**config.mk**
```make
export PLATFORM = sky130hd
export DESIGN_NAME = seq_divmod_flat
export DESIGN_NICKNAME = d
export VERILOG_FILES = /design/src/rtl/seq_divmod_pkg.sv /design/src/rtl/seq_divmod_if.sv /design/src/rtl/seq_divmod_step.sv /design/src/rtl/seq_divmod.sv /design/src/flat_wrapper.sv
export SDC_FILE = /design/constraint.sdc
export NUM_CORES = 1
export LEC_CHECK = 0
export ABC_AREA = 0
export CORE_MARGIN = 3
export CORE_UTILIZATION = 40
export CTS_CLUSTER_SIZE = 10
export DETAILED_ROUTE_END_ITERATION = 6
export PLACE_DENSITY_LB_ADDON = 0.1
export SYNTH_ARGS = -nofsm -noshare
export SYNTH_HDL_FRONTEND = slang
export SYNTH_SLANG_ARGS = --single-unit
```
**constraint.sdc**
```tcl
create_clock -name Clock -period 2.3 [get_ports Clock]
set_input_delay 0.23 -clock Clock [delete_from_list [all_inputs] [get_ports Clock]]
set_output_delay 0.23 -clock Clock [all_outputs]
set_load 0.05 [all_outputs]
```
**src/rtl/seq_divmod_pkg.sv**
```systemverilog
// Shared definitions for the sequential divide/modulo unit: FSM states,
// default operand width and the quotient returned on divide by zero.
package seq_divmod_pkg;

  typedef enum logic [1:0] {
    IDLE = 2'd0,
    CALC = 2'd1,
    DONE = 2'd2
  } state_t;

  localparam int DEFAULT_WIDTH = 16;

  // Wide enough for any supported WIDTH; users take the low WIDTH bits.
  localparam logic [63:0] DZ_QUOTIENT = '1;

endpackage

```
**src/rtl/seq_divmod_if.sv**
```systemverilog
// Request/result bundle between the ALU (master) and seq_divmod (slave).
// Optional macro SEQ_DIVMOD_SIGNED_EN adds the signed_mode request bit.
interface seq_divmod_if
  import seq_divmod_pkg::*;
#(
  parameter int WIDTH = DEFAULT_WIDTH
);
  logic             start;
  logic [WIDTH-1:0] dividend;
  logic [WIDTH-1:0] divisor;
`ifdef SEQ_DIVMOD_SIGNED_EN
  logic             signed_mode;
`endif
  logic             busy;
  logic             done;
  logic [WIDTH-1:0] quotient;
  logic [WIDTH-1:0] remainder;
  logic             div_by_zero;

`ifdef SEQ_DIVMOD_SIGNED_EN
  modport master (output start, dividend, divisor, signed_mode,
                  input  busy, done, quotient, remainder, div_by_zero);
  modport slave  (input  start, dividend, divisor, signed_mode,
                  output busy, done, quotient, remainder, div_by_zero);
`else
  modport master (output start, dividend, divisor,
                  input  busy, done, quotient, remainder, div_by_zero);
  modport slave  (input  start, dividend, divisor,
                  output busy, done, quotient, remainder, div_by_zero);
`endif

endinterface

```
**src/rtl/seq_divmod_step.sv**
```systemverilog
// One combinational restoring-division step: shift the next dividend bit
// into the partial remainder and subtract the divisor when it fits.
module divmod_step #(
  parameter int WIDTH = 16
) (
  input  logic [WIDTH-1:0] r_in,
  input  logic             bit_in,
  input  logic [WIDTH-1:0] divisor,
  output logic [WIDTH-1:0] r_out,
  output logic             q_bit
);

  logic [WIDTH-1:0] shifted;
  logic [WIDTH-1:0] diff;
  logic             carry;

  // The trial difference is WIDTH+1 bits: the bit shifted out of r_in is
  // the top bit of the shifted remainder, and when it is set the divisor
  // always fits, so it is ORed with the carry out of the low subtraction.
  always_comb begin
    shifted        = {r_in[WIDTH-2:0], bit_in};
    {carry, diff}  = {1'b0, shifted} + {1'b0, ~divisor} + {{WIDTH{1'b0}}, 1'b1};
    q_bit          = r_in[WIDTH-1] | carry;
    r_out          = q_bit ? diff : shifted;
  end

endmodule

```
**src/rtl/seq_divmod.sv**
```systemverilog
// Multi-cycle restoring divider returning quotient and remainder together.
// One step per clock under a start/done handshake; results held until the
// next operation completes. Macro SEQ_DIVMOD_SIGNED_EN enables
// two's-complement operation selected per request by signed_mode.
module seq_divmod
  import seq_divmod_pkg::*;
#(
  parameter int WIDTH = DEFAULT_WIDTH
) (
  input  logic       Clock,
  input  logic       Reset,
  seq_divmod_if.slave bus
);

  localparam int CW = $clog2(WIDTH);

  state_t           state;
  logic [CW-1:0]    cnt;
  logic             dz_pend;
  logic             busy_r, done_r, dbz_r;
  logic [WIDTH-1:0] quo_r, rem_r;

  // Working registers: dvd_w shifts the dividend out of its MSB while the
  // quotient bits fill in from its LSB.
  logic [WIDTH-1:0] rem_w, dvd_w, dsr_w;
  logic             neg_q, neg_r;

  logic             sgn;
  logic             accept;
  logic [WIDTH-1:0] step_r;
  logic             step_q;
  logic [WIDTH-1:0] q_next;

`ifdef SEQ_DIVMOD_SIGNED_EN
  assign sgn = bus.signed_mode;
`else
  assign sgn = 1'b0;
`endif

  // Two's-complement magnitude when signed operation is requested.
  function automatic logic [WIDTH-1:0] magnitude(input logic [WIDTH-1:0] v,
                                                 input logic en);
    return (en && v[WIDTH-1]) ? -v : v;
  endfunction

  // Conditional negation used for the final sign fix-up.
  function automatic logic [WIDTH-1:0] cond_neg(input logic [WIDTH-1:0] v,
                                                input logic en);
    return en ? -v : v;
  endfunction

  assign accept = bus.start && !dz_pend && (state == IDLE || state == DONE);

  divmod_step #(.WIDTH(WIDTH)) u_step (
    .r_in    (rem_w),
    .bit_in  (dvd_w[WIDTH-1]),
    .divisor (dsr_w),
    .r_out   (step_r),
    .q_bit   (step_q)
  );

  assign q_next = {dvd_w[WIDTH-2:0], step_q};

  // Operand capture and one restoring step per CALC cycle (data, no reset).
  always_ff @(posedge Clock) begin
    if (accept) begin
      dsr_w <= magnitude(bus.divisor, sgn);
      // A zero divisor keeps the raw dividend: it becomes the remainder.
      dvd_w <= (bus.divisor == '0) ? bus.dividend : magnitude(bus.dividend, sgn);
      rem_w <= '0;
      neg_q <= sgn && (bus.dividend[WIDTH-1] ^ bus.divisor[WIDTH-1]);
      neg_r <= sgn && bus.dividend[WIDTH-1];
    end else if (state == CALC) begin
      rem_w <= step_r;
      dvd_w <= q_next;
    end
  end

  // Control FSM with registered handshake and result outputs.
  always_ff @(posedge Clock or posedge Reset) begin
    if (Reset) begin
      state   <= IDLE;
      cnt     <= '0;
      dz_pend <= 1'b0;
      busy_r  <= 1'b0;
      done_r  <= 1'b0;
      dbz_r   <= 1'b0;
      quo_r   <= '0;
      rem_r   <= '0;
    end else begin
      done_r <= 1'b0;
      case (state)
        IDLE, DONE: begin
          if (dz_pend) begin
            // Divide by zero finishes one edge after acceptance.
            state   <= DONE;
            done_r  <= 1'b1;
            dz_pend <= 1'b0;
            dbz_r   <= 1'b1;
            quo_r   <= DZ_QUOTIENT[WIDTH-1:0];
            rem_r   <= dvd_w;
          end else if (accept) begin
            if (bus.divisor == '0) begin
              state   <= IDLE;
              dz_pend <= 1'b1;
            end else begin
              state  <= CALC;
              busy_r <= 1'b1;
              cnt    <= CW'(WIDTH - 1);
            end
          end else begin
            state <= IDLE;
          end
        end
        CALC: begin
          if (cnt == '0) begin
            state  <= DONE;
            busy_r <= 1'b0;
            done_r <= 1'b1;
            dbz_r  <= 1'b0;
            quo_r  <= cond_neg(q_next, neg_q);
            rem_r  <= cond_neg(step_r, neg_r);
          end else begin
            cnt <= cnt - CW'(1);
          end
        end
        default: state <= IDLE;
      endcase
    end
  end

  assign bus.busy        = busy_r;
  assign bus.done        = done_r;
  assign bus.quotient    = quo_r;
  assign bus.remainder   = rem_r;
  assign bus.div_by_zero = dbz_r;

endmodule

```
**src/flat_wrapper.sv**
```systemverilog
// flat-port wrapper written by rule: the top's interface ports become plain ports
module seq_divmod_flat import seq_divmod_pkg::*;
#(
  parameter int WIDTH = DEFAULT_WIDTH
)
  (Clock, Reset, bus_start, bus_dividend, bus_divisor, bus_busy, bus_done, bus_quotient, bus_remainder, bus_div_by_zero);
  seq_divmod_if #(.WIDTH(WIDTH)) bus_i ();
  input  logic Clock;
  input  logic Reset;
  input wire logic [$bits(bus_i.start)-1:0] bus_start;
  input wire logic [$bits(bus_i.dividend)-1:0] bus_dividend;
  input wire logic [$bits(bus_i.divisor)-1:0] bus_divisor;
  output wire logic [$bits(bus_i.busy)-1:0] bus_busy;
  output wire logic [$bits(bus_i.done)-1:0] bus_done;
  output wire logic [$bits(bus_i.quotient)-1:0] bus_quotient;
  output wire logic [$bits(bus_i.remainder)-1:0] bus_remainder;
  output wire logic [$bits(bus_i.div_by_zero)-1:0] bus_div_by_zero;
  assign bus_i.start = bus_start;
  assign bus_i.dividend = bus_dividend;
  assign bus_i.divisor = bus_divisor;
  assign bus_busy = bus_i.busy;
  assign bus_done = bus_i.done;
  assign bus_quotient = bus_i.quotient;
  assign bus_remainder = bus_i.remainder;
  assign bus_div_by_zero = bus_i.div_by_zero;
  seq_divmod #(.WIDTH(WIDTH)) u_core (.Clock(Clock), .Reset(Reset), .bus(bus_i));
endmodule
```
-- Yosys cells after proc, flatten, opt, wreduce, memory -nomap -nowiden
Cells that the tools add are included.
- logic and storage cells: 69
- output and inout bits: 35
- bits of input ports: 35
- register bits after elaboration: 90
- add/subtract/negate cells: 3
- bitwise logic cells: 2
- multiplexer cells: 32
- eq/ne operators: 8
- reduce and logical (&&, ||, !) cells: 13
- operators by type and width (cell ; count):
    $mux 16 ; 7
    $pmux 16 s2 ; 2
    $add 16x16->17 ; 1
    $add 17x1->17 const B ; 1
    $logic_not 16->1 ; 1
    $mux 4 ; 4
    $not 16->16 ; 1
    $mux 1 ; 12
    $reduce_and 5->1 ; 2
    $ne 2x2->1 const B ; 4
    $pmux 4 s2 ; 1
    $pmux 1 s2 ; 3
    $logic_not 4->1 ; 1
    $mux 2 ; 2
    $ne 2x1->1 const B ; 2
    $pmux 2 s2 ; 1
    $reduce_bool 2->1 ; 2
    $sub 4x1->4 const B ; 1
    $reduce_and 3->1 ; 1
    $eq 2x1->1 const B ; 1
    $eq 2x2->1 const B ; 1
    $logic_and 1x1->1 ; 2
    $logic_not 2->1 ; 1
    $reduce_or 2->1 ; 1
    other kinds (3) ; 3

-- Depth between registers and ports, before layout
- depth after elaboration: 7
- mapped depth: 11
- depth with buffers taken out: 10

-- Cells and area by module
Synthesis repeated with hierarchy kept, for this count alone.
- cells, all modules: 425
- area total of the unflattened synthesis: 4652.0 um^2
- by module, submodules not included (module ; instances ; area each (um^2) ; sequential area each (um^2) ; cells an instance):
    seq_divmod ; 1 ; 3564.7 ; 2332.2 ; 281
    divmod_step ; 1 ; 1087.3 ; 0.0 ; 144

-- Worst setup path before layout
OpenSTA, ideal clock, no wires.
- path kind: register -> register
- start point: reg u_core.dvd_w[15]
- end point: reg u_core.rem_w[11]
- stages on the path, launching flop included: 11
- setup time: 0.146 ns
- required time: 2.154 ns
- clock period less this slack: 2.366 ns
- buffers on the path: 1
- arrival time: 2.220 ns
- path slack: -0.066 ns
- cell sequence: edfxtp_1 inv_1 ha_1 fa_1 nand2b_1 a21oi_1 o21ai_1 a21oi_4 buf_6 mux2i_1 o22ai_1
- word-level cells in the longest chain between the ends: 4
- RTL lines (what ; RTL line ; RTL):
    start, declared ; seq_divmod.sv:25 ; logic [WIDTH-1:0] rem_w, dvd_w, dsr_w;
    start signal, assigned ; seq_divmod.sv:69 ; dvd_w <= (bus.divisor == '0) ? bus.dividend : magnitude(bus.dividend, sgn);
    start signal, assigned ; seq_divmod.sv:75 ; dvd_w <= q_next;
    $add 16x16->17 * ; seq_divmod_step.sv:22 ; {carry, diff} = {1'b0, shifted} + {1'b0, ~divisor} + {{WIDTH{1'b0}}, 1'b1};
    $add 17x1->17 * ; seq_divmod_step.sv:22 ;
    $or 1x1->1 ; seq_divmod_step.sv:23 ; q_bit = r_in[WIDTH-1] | carry;
    $mux 16 * ; seq_divmod_step.sv:24 ; r_out = q_bit ? diff : shifted;
    end signal, assigned ; seq_divmod.sv:74 ; rem_w <= step_r;
    end, declared ; seq_divmod.sv:25 ;
Mark *: on every way between the ends. The rest lies on a longest branch, timed or not.
A chain may end at the register's enable or synchronous reset.

-- Final worst setup path
- start point: reg u_core.dsr_w[1]
- end point: reg u_core.rem_r[13] (netlist: u_core.bus.remainder[13])
- word-level cells in the longest chain between the ends: 7
- RTL lines (what ; RTL line ; RTL):
    start, declared ; seq_divmod.sv:25 ;
    start signal, assigned ; seq_divmod.sv:67 ; dsr_w <= magnitude(bus.divisor, sgn);
    $not 16->16 * ; seq_divmod_step.sv:22 ;
    $add 16x16->17 * ; seq_divmod_step.sv:22 ;
    $add 17x1->17 * ; seq_divmod_step.sv:22 ;
    $or 1x1->1 ; seq_divmod_step.sv:23 ;
    $mux 16 * ; seq_divmod_step.sv:24 ;
    $mux 16 * ; seq_divmod.sv:116 ; if (cnt == '0) begin
    $pmux 16 s2 * ; seq_divmod.sv:92 ; case (state)
    end signal, assigned ; seq_divmod.sv:101 ; rem_r <= dvd_w;
    end signal, assigned ; seq_divmod.sv:122 ; rem_r <= cond_neg(step_r, neg_r);
    end, declared ; seq_divmod.sv:21 ; logic [WIDTH-1:0] quo_r, rem_r;
Mark *: on every way between the ends. The rest lies on a longest branch, timed or not. The select of a mux whose other input is x is not followed.

==> flow_results.xml <==
<?xml version="1.0" encoding="UTF-8"?>
<metrics>
  <group name="min_path">
    <metric name="holdCritPathClass" unit="">in2async</metric>
  </group>
  <group name="power">
    <metric name="power_per_cell_area" unit="nW/um2">1676</metric>
    <metric name="power" unit="W">0.01001</metric>
    <metric name="p_leak" unit="nW">2.509</metric>
    <metric name="switching_share" unit="%">44.99</metric>
    <metric name="clock_power_share" unit="%">13.8</metric>
    <metric name="comb_power_share" unit="%">56.8</metric>
    <metric name="vdd_ir_drop_max" unit="V">0.0007919</metric>
    <metric name="netSwitchingPower" unit="W">0.004502</metric>
    <metric name="power.sequential.fraction" unit="%">29.4</metric>
    <metric name="internal_power" unit="W">0.005505</metric>
  </group>
  <group name="detailed_routing">
    <metric name="drt_first_iter_violations" unit="">144</metric>
    <metric name="ant_nets" unit="">0</metric>
    <metric name="detail_route.vias_per_cell" unit="">5.246</metric>
    <metric name="drt-total-wl" unit="um">11670</metric>
    <metric name="route.detailed.wl_per_inst" unit="um">16.23</metric>
    <metric name="drt_pass1_iterations" unit="">4</metric>
    <metric name="post-route-drc-count" unit="">0</metric>
    <metric name="detailroute.via_count" unit="">3772</metric>
  </group>
  <group name="global_routing">
    <metric name="antenna_found_initial" unit="">0</metric>
    <metric name="gr_ovfl_total" unit="">0</metric>
    <metric name="grt_first_pass_wirelength" unit="um">18840</metric>
    <metric name="largest_net_degree_at_the_start_of_global_routing" unit="">41</metric>
    <metric name="grt_use_total" unit="%">18.62</metric>
    <metric name="grt_pass1_vias" unit="">3838</metric>
  </group>
  <group name="sta">
    <metric name="finalCritPeriodShare" unit="%">98.73</metric>
    <metric name="timing.hold.ws" unit="ps">344.5</metric>
    <metric name="clock_skew" unit="ps">9.443</metric>
    <metric name="finalMaxSlewViolations" unit="">0</metric>
    <metric name="max_slew.worst_pin.slew" unit="ps">796.2</metric>
    <metric name="fmaxAchievable" unit="MHz">440.4</metric>
    <metric name="final_hold_viol_count" unit="">0</metric>
    <metric name="slew_headroom" unit="%">46.86</metric>
    <metric name="final.min_clock_period" unit="ps">2271</metric>
    <metric name="rsz_0062_raised_after_global_routing" unit="">yes</metric>
    <metric name="setup_violation_total_in_the_final_timing_report" unit="">0</metric>
  </group>
  <group name="synth">
    <metric name="synth_top_cells_by_area" unit="">sky130_fd_sc_hd__dfrtp_1, sky130_fd_sc_hd__edfxtp_1, sky130_fd_sc_hd__dfxtp_1</metric>
    <metric name="yosys_warnings" unit="">0</metric>
    <metric name="synth_flop_cell" unit="">sky130_fd_sc_hd__dfrtp_1</metric>
    <metric name="number_of_register_bits_inferred_by_synthesis" unit="">90</metric>
    <metric name="synth_top_area_share" unit="%">23.35</metric>
    <metric name="synth-seq-area-share" unit="%">51.81</metric>
    <metric name="avgSynthCellArea" unit="um2">9.379</metric>
    <metric name="synthesis.area" unit="um2">4502</metric>
    <metric name="syn-instance-count" unit="">480</metric>
    <metric name="postSynth.asyncResetShare" unit="%">46.67</metric>
    <metric name="synth.distinct_cells" unit="">54</metric>
    <metric name="synthDominantAreaCellType" unit="">sky130_fd_sc_hd__dfrtp_1</metric>
    <metric name="synthesis.nets" unit="">533</metric>
    <metric name="synth_enable_flop_cells" unit="">32</metric>
  </group>
  <group name="placement">
    <metric name="port-buffer-count" unit="">69</metric>
    <metric name="placed_cell_area" unit="um2">5513</metric>
    <metric name="gp_congestion" unit="">0.8333</metric>
    <metric name="hpwl" unit="um">8695</metric>
    <metric name="cell_total_after_placement" unit="">697</metric>
  </group>
  <group name="layout">
    <metric name="area_growth" unit="%">32.66</metric>
    <metric name="fillers" unit="">1035</metric>
    <metric name="post_route_cells_drive_above_1_share" unit="%">13.82</metric>
    <metric name="num_antenna_cells" unit="">0</metric>
    <metric name="layout.cells.most_common_list" unit="">sky130_fd_sc_hd__nand2_1, sky130_fd_sc_hd__clkdlybuf4s50_1, sky130_fd_sc_hd__nor2_1</metric>
    <metric name="utilization" unit="%">54.61</metric>
    <metric name="fin_nets" unit="">627</metric>
    <metric name="finish.cell_count_without_fillers" unit="">719</metric>
    <metric name="layout_commonest_cell" unit="">sky130_fd_sc_hd__nand2_1</metric>
    <metric name="design_area" unit="um2">5972</metric>
  </group>
  <group name="critical_path">
    <metric name="worst-endpoint-arrival" unit="ps">2480</metric>
    <metric name="startpoint_type" unit="">flip-flop</metric>
    <metric name="worst_ep_required_time" unit="ps">2510</metric>
    <metric name="cp-end-kind" unit="">flip-flop</metric>
    <metric name="crit_type" unit="">reg2reg</metric>
    <metric name="path_max_fanout" unit="">6</metric>
  </group>
  <group name="cts">
    <metric name="cts-root-to-sink-buffers" unit="">2</metric>
    <metric name="cts_inserted_buffers" unit="">9</metric>
    <metric name="clk_transition_reported_paths" unit="ps">70</metric>
    <metric name="cts_htree_levels" unit="">3</metric>
    <metric name="clock_insertion_delay_worst_skew" unit="ps">340</metric>
    <metric name="clock_tree.root_cell" unit="">sky130_fd_sc_hd__clkbuf_16</metric>
    <metric name="postCtsHoldBufs" unit="">0</metric>
    <metric name="clock-sinks" unit="">90</metric>
    <metric name="cts_tree" unit="">yes</metric>
  </group>
  <group name="floorplanning">
    <metric name="die_area" unit="um2">12560</metric>
    <metric name="core_area" unit="um2">10940</metric>
    <metric name="initial_utilization" unit="%">41.17</metric>
    <metric name="top_level_ports" unit="">70</metric>
    <metric name="die_w" unit="um">112.1</metric>
    <metric name="floorplan.die.height" unit="um">112.1</metric>
    <metric name="std_cell_rows" unit="">38</metric>
  </group>
  <group name="status">
    <metric name="run_status" unit="">completed</metric>
  </group>
  <group name="run">
    <metric name="maxCapViolCount" unit="">0</metric>
  </group>
</metrics>
[logic make-up (layout without fill, tap and decap cells)]
group,after synthesis,count (layout),share of synthesized area (%)
AOI/OAI and AO/OA,105,105,14.62
buffers and inverters,50,149,5.169
muxes,7,7,1.556
xor gates and xnor gates,10,10,1.946
adders and majority gates,18,18,5.169
and+or+nand+nor,200,200,19.73
DFF,90,90,51.81
[path summary, 6_finish.rpt]
check                                start                       end  slack (ps)  cells past startpoint
setup reg to reg           u_core.dsr_w[1]  u_core.bus.remainder[13]          30                      9
setup / recovery           u_core.dsr_w[1]  u_core.bus.remainder[13]          30                      9
max in group asynchronous            Reset    u_core.bus.quotient[7]        1320                      3
hold reg to reg            u_core.rem_w[5]           u_core.rem_w[5]         480                      2
min in group Clock         u_core.rem_w[5]           u_core.rem_w[5]         480                      2
hold / removal                       Reset   u_core.bus.quotient[13]         340                      2
[critical path: stages (launching register included)]
cell and delay, ps:
sky130_fd_sc_hd__edfxtp_1 390, sky130_fd_sc_hd__buf_4 160, sky130_fd_sc_hd__fa_2 390, sky130_fd_sc_hd__nand2b_4 160
sky130_fd_sc_hd__a21oi_4 210, sky130_fd_sc_hd__o21ai_4 90, sky130_fd_sc_hd__a21o_4 240, sky130_fd_sc_hd__or3_1 300
sky130_fd_sc_hd__mux2i_1 140, sky130_fd_sc_hd__nor2_1 70
[repair_timing]
action	CTS	global route
setup buffers	1	5
setup endpoints to repair	20	47
pin swaps	2	10
resized for setup	5	29
[through the flow]
| step | worst slack, ps | TNS, ps |
|---|---|---|
| floorplan | 4.341 | 0 |
| finish | 29.13 | 0 |
| detailed placement | -80.13 | -409.9 |
| global placement | -1.192 | -1.192 |
| global route | -85.11 | -849.8 |
| CTS | 7.892 | 0 |
[synth_stat cells (2+ instances only)]
cell	instances
sky130_fd_sc_hd__nand2_1	80
sky130_fd_sc_hd__nor2_1	56
sky130_fd_sc_hd__dfrtp_1	42
sky130_fd_sc_hd__edfxtp_1	32
sky130_fd_sc_hd__a21oi_1	30
sky130_fd_sc_hd__inv_1	27
sky130_fd_sc_hd__o21ai_0	27
sky130_fd_sc_hd__ha_1	17
sky130_fd_sc_hd__nor3_1	17
sky130_fd_sc_hd__dfxtp_1	16
sky130_fd_sc_hd__clkbuf_1	13
sky130_fd_sc_hd__xor2_1	8
sky130_fd_sc_hd__mux2i_1	7
sky130_fd_sc_hd__nand3_1	7
sky130_fd_sc_hd__nor4_1	7
sky130_fd_sc_hd__o22ai_1	7
sky130_fd_sc_hd__nand2b_1	6
sky130_fd_sc_hd__a21o_1	5
sky130_fd_sc_hd__buf_6	5
sky130_fd_sc_hd__nand4_1	5
sky130_fd_sc_hd__o21ai_1	5
sky130_fd_sc_hd__or3_1	5
sky130_fd_sc_hd__a221o_1	4
sky130_fd_sc_hd__a22o_1	4
sky130_fd_sc_hd__a31oi_1	4
sky130_fd_sc_hd__and3_1	4
sky130_fd_sc_hd__nor2b_1	4
sky130_fd_sc_hd__o211ai_1	4
sky130_fd_sc_hd__buf_2	3
sky130_fd_sc_hd__a211oi_1	2
sky130_fd_sc_hd__and2_1	2
sky130_fd_sc_hd__nor3b_1	2
sky130_fd_sc_hd__xnor2_1	2
[cell type report]
cell class                      count  area, um2  share of cell area [%]
Multi-Input combinational cell    340       2087                   34.95
Clock inverter                      6      42.54                  0.7123
Inverter                           28      105.1                   1.760
Timing Repair Buffer              105       1001                   16.76
Sequential cell                    90       2332                   39.05
Clock buffer                       10      229.0                   3.834
Tap cell                          140      175.2                   2.933
[power by group through the flow]
| stage | Sequential (W) | Combinational [W] | Clock [W] |
|---|---|---|---|
| 6_report | 0.00294 | 0.00569 | 0.00138 |
| 5_1_grt | 0.00303 | 0.00619 | 0.00147 |
| 4_1_cts | 0.00293 | 0.00524 | 0.00139 |
| 3_3_place_gp | 0.00294 | 0.00508 | 0 |
| 2_1_floorplan | 0.00376 | 0.00269 | 0 |
| 3_5_place_dp | 0.00295 | 0.00516 | 0 |
[per-layer routing]
metal | GRT usage [%] | wire [um] | up-vias
met4 | 4.888 | 142 | 0
met3 | 3.288 | 513 | 13
met2 | 32.70 | 5907 | 72
met5 | 0 | 0 | -
li1 | - | - | 1865
met1 | 23.81 | 5107 | 1822
[flip-flops by register name, summed over array words and instances (netlist names)]
name                    cells
u_core.bus.remainder       16
u_core.dvd_w               16
u_core.dsr_w               16
u_core.state                2
u_core.bus.div_by_zero      1
u_core.cnt                  4
u_core.rem_w               16
u_core.bus.busy             1
u_core.dz_pend              1
u_core.bus.done             1
u_core.bus.quotient        16
(Power assumes the default switching activity.)
